--- config.mk ---
export PLATFORM = sky130hd
export DESIGN_NAME = laby5_core
export DESIGN_NICKNAME = d
export VERILOG_FILES = /design/src/rtl/laby5_core.sv
export SDC_FILE = /design/constraint.sdc
export NUM_CORES = 1
export LEC_CHECK = 0
export CORE_AREA = 4 4 41 43
export DETAILED_ROUTE_END_ITERATION = 7
export DIE_AREA = 0 0 45 47
export PLACE_DENSITY = 0.41
export SLEW_MARGIN = 20
export SYNTH_ARGS = -nofsm -noshare
export SYNTH_HDL_FRONTEND = slang
export SYNTH_SLANG_ARGS = --single-unit
--- constraint.sdc ---
create_clock -name i_clk -period 1.3 [get_ports i_clk]
set_clock_uncertainty 0.1 [all_clocks]
set_input_delay 0.39 -clock i_clk [delete_from_list [all_inputs] [get_ports i_clk]]
set_output_delay 0.39 -clock i_clk [all_outputs]
set_load 0.05 [all_outputs]
--- src/rtl/laby5_core.sv ---
// Single-bit signal conditioner. {i_a,i_b} selects buffer, inverter, one-cycle delay or T flip-flop.
// o_vout is registered, and o_d pulses for one cycle whenever o_vout changes.
module laby5_core (
    input  logic i_clk,
    input  logic i_rst_n,
    input  logic i_vin,
    input  logic i_b,
    input  logic i_a,
    output logic o_vout,
    output logic o_d
);

    logic [1:0] w_mode;
    logic       w_vNxt;
    logic       r_vinQ;
    logic       r_togQ;
    logic       r_vout;
    logic       r_d;

    assign w_mode = {i_a, i_b};

    always_comb begin
        w_vNxt = i_vin;
        case (w_mode)
            2'b00:   w_vNxt = i_vin;
            2'b01:   w_vNxt = ~i_vin;
            2'b10:   w_vNxt = r_vinQ;
            2'b11:   w_vNxt = r_togQ ^ i_vin;
            default: w_vNxt = i_vin;
        endcase
    end

    // The toggle state only advances in mode 11, so re-entering that mode resumes from the held value.
    always_ff @(posedge i_clk or negedge i_rst_n) begin
        if (!i_rst_n) begin
            r_vinQ <= 1'b0;
            r_togQ <= 1'b0;
            r_vout <= 1'b0;
            r_d    <= 1'b0;
        end else begin
            r_vinQ <= i_vin;
            if (w_mode == 2'b11) begin
                r_togQ <= r_togQ ^ i_vin;
            end
            r_vout <= w_vNxt;
            r_d    <= w_vNxt ^ r_vout;
        end
    end

    assign o_vout = r_vout;
    assign o_d    = r_d;

endmodule

==> metrics <==
total grt overflow=0; Avg Inst Size Synth=14.9 µm²; H-tree levels=1; clock slew at reported path FFs=0.04 ns; Crit. End Element=register; cell-internal power=380 µW; Die H=47 µm; CP max FO=2; final WL=368 µm; Max Freq=778 MHz; switching part of the total power=31.1%; root buf cell=clkbuf_4; reg-to-reg critical path endpoint=o_d; Seq cells post-synth=4; layout cell share with drive strength beyond 1=41.7%; vias in the first global route=152; # rows=13; top cells by area, synth=dfrtp_1 (56%), o221a_4 (11%), mux2_4 (8.4%); Ys Warns=0; antenna violation net count after detailed routing=0; RSZ-0062 raised after global routing=false; placed cells=35; starting density of the core=13.8%; slew of the pin with the lowest slew margin=0.179 ns; Fillers=150; Rel. slew slack=88.0%; CTS tree=yes; first-pass GRT wire length=600 µm; io pins=7; DRC violations left=0; Die X=45 µm; clock power share=27.3%; RR Startpoint=r_vinQ; Post-synth EDFFs=0; hold_buf cts=0; Data required, critical path=1.31 ns; sequential fraction of the synthesis area=55.9%; sequential power share=34.6%; main flop type after synthesis=dfrtp_1; crit path DAT=1.30 ns; Leak Pwr=0.000141 µW; final setup violation count=0; area post-placement=293 µm²; worst-skew pair later-pin latency=0.23 ns; DR vias=144; ys async rst share=100%; VDD IR max=0.000347 V; Psw=171 µW; Max Cap Violations=0; Net Count, Synth=17; CP Launch Type=input pin; Final Cell Area=320 µm²; combinational share of power=38.2%; pin count of the biggest net entering global routing=5; final hold vios=0; Placer Congestion=0.568; largest area contributor in the synthesized netlist=dfrtp_1; DR pass1 iterations=1; worst min path class=input pin to asynchronous set/reset pin; final hold slack=0.258 ns; flop-to-flop setup slack=0.07 ns; Num CTS Buffers=3; min Tclk post-route=1.29 ns; Inserted Diodes=0; initial antenna violation count=0; buffers added on ports=6; DRT iter0 DRCs=0; CTS Sinks=4; non-filler instance count after layout=39; Unique masters post-synth=9; power per cell area=1720 mW/mm²; Die ar.=0.00212 mm²; Max clock buf depth=2; r2r worst-path depth=3; count leader, synth=dfrtp_1; Cell Area, Synth=179 µm²; fin. max-slew vios=0; Layout area overhead=79.0%; DP Wirelength=308 µm; critical path class=input pin to register; share of the synthesized area in the top cell type=55.9%; final worst-path cycle share=98.9%; post-synthesis cell count=12; CORE AREA=0.00130 mm²; nets=31; total chip power=551 µW; DR vias/cell=3.69; Tot GR Track Use=4.76%; DR WL/cell=9.44 µm; run status=finished, final reports clean
[per-stage QoR]
stage / setup slack (ns) / utilization [%] / TNS, ns
2_1_floorplan: 0.00245 / - / 0
6_report: 0.0147 / 24.6 / 0
3_5_place_dp: -0.530 / 22.5 / -1.10
5_1_grt: 0.000501 / 24.6 / 0
4_1_cts: 0.0111 / 24.6 / 0
3_3_place_gp: -0.518 / 22.5 / -1.05
[layout make-up]
cell class / instances / area (µm²) / area share (%)
Clock buffer: 3 / 22.5 / 7.03
Sequential cell: 4 / 100 / 31.3
Tap cell: 15 / 18.8 / 5.86
Timing Repair Buffer: 9 / 100 / 31.3
Multi-Input combinational cell: 8 / 78.8 / 24.6
[metal layers]
metal | track usage [%] | routed length (µm)
met1 | 4.37 | 146
met2 | 5.37 | 157
met3 | 3.83 | 56
met4 | 7.02 | 8
met5 | 0 | 0
[layout by cell type, fill, tap and decap left out]
cell type        instances
clkdlybuf4s50_1          1
dfrtp_1                  4
clkdlybuf4s15_1          1
nand2_1                  1
buf_12                   2
nand4bb_1                1
clkbuf_4                 3
mux2_4                   1
o221a_4                  1
xnor2_1                  1
nor2b_1                  1
nand3_1                  1
dlygate4sd2_1            2
xor2_1                   1
buf_4                    3
[power groups by stage]
| stage | logic (µW) | clock network, µW | registers [µW] |
|---|---|---|---|
| 2_1_floorplan | 51.0 | 0 | 237 |
| 3_3_place_gp | 205 | 0 | 193 |
| 3_5_place_dp | 207 | 0 | 194 |
| 4_1_cts | 212 | 160 | 192 |
| 5_1_grt | 220 | 164 | 194 |
| 6_report | 210 | 150 | 190 |
[critical path, stage by stage]
cell	delay, ns
dlygate4sd2_1	0.24
mux2_4	0.27
o221a_4	0.26
xor2_1	0.13
[state kept, by name, summed over array words and instances (netlist names)]
| name | cells |
|---|---|
| o_vout | 1 |
| o_d | 1 |
| r_togQ | 1 |
| r_vinQ | 1 |
[what timing repair did]
item / 4_1_cts / 5_1_grt
setup buffers: 1 / 0
endpoints found under the setup margin: 3 / 0
gates resized for setup: 4 / 0
[worst max-delay path by stage]
stage	startpoint	end	slack (ns)	depth (start not counted)
after floorplan	i_a	o_d	0.002	3
after global placement	i_a	o_d	-0.52	4
after detailed placement	i_a	o_d	-0.53	4
after CTS	o_vout	o_vout	0.01	1
after global routing	i_a	o_d	0.0005	4
final	i_vin	o_d	0.01	4
[cells by family after synthesis]
kind of cell / Yosys count / synth area share (%)
DFF: 4 / 55.9
AOI/OAI and AO/OA: 1 / 11.2
and+or+nand+nor: 4 / 14.7
muxes: 1 / 8.39
xor gates and xnor gates: 2 / 9.79
(Power assumes the default switching activity.)
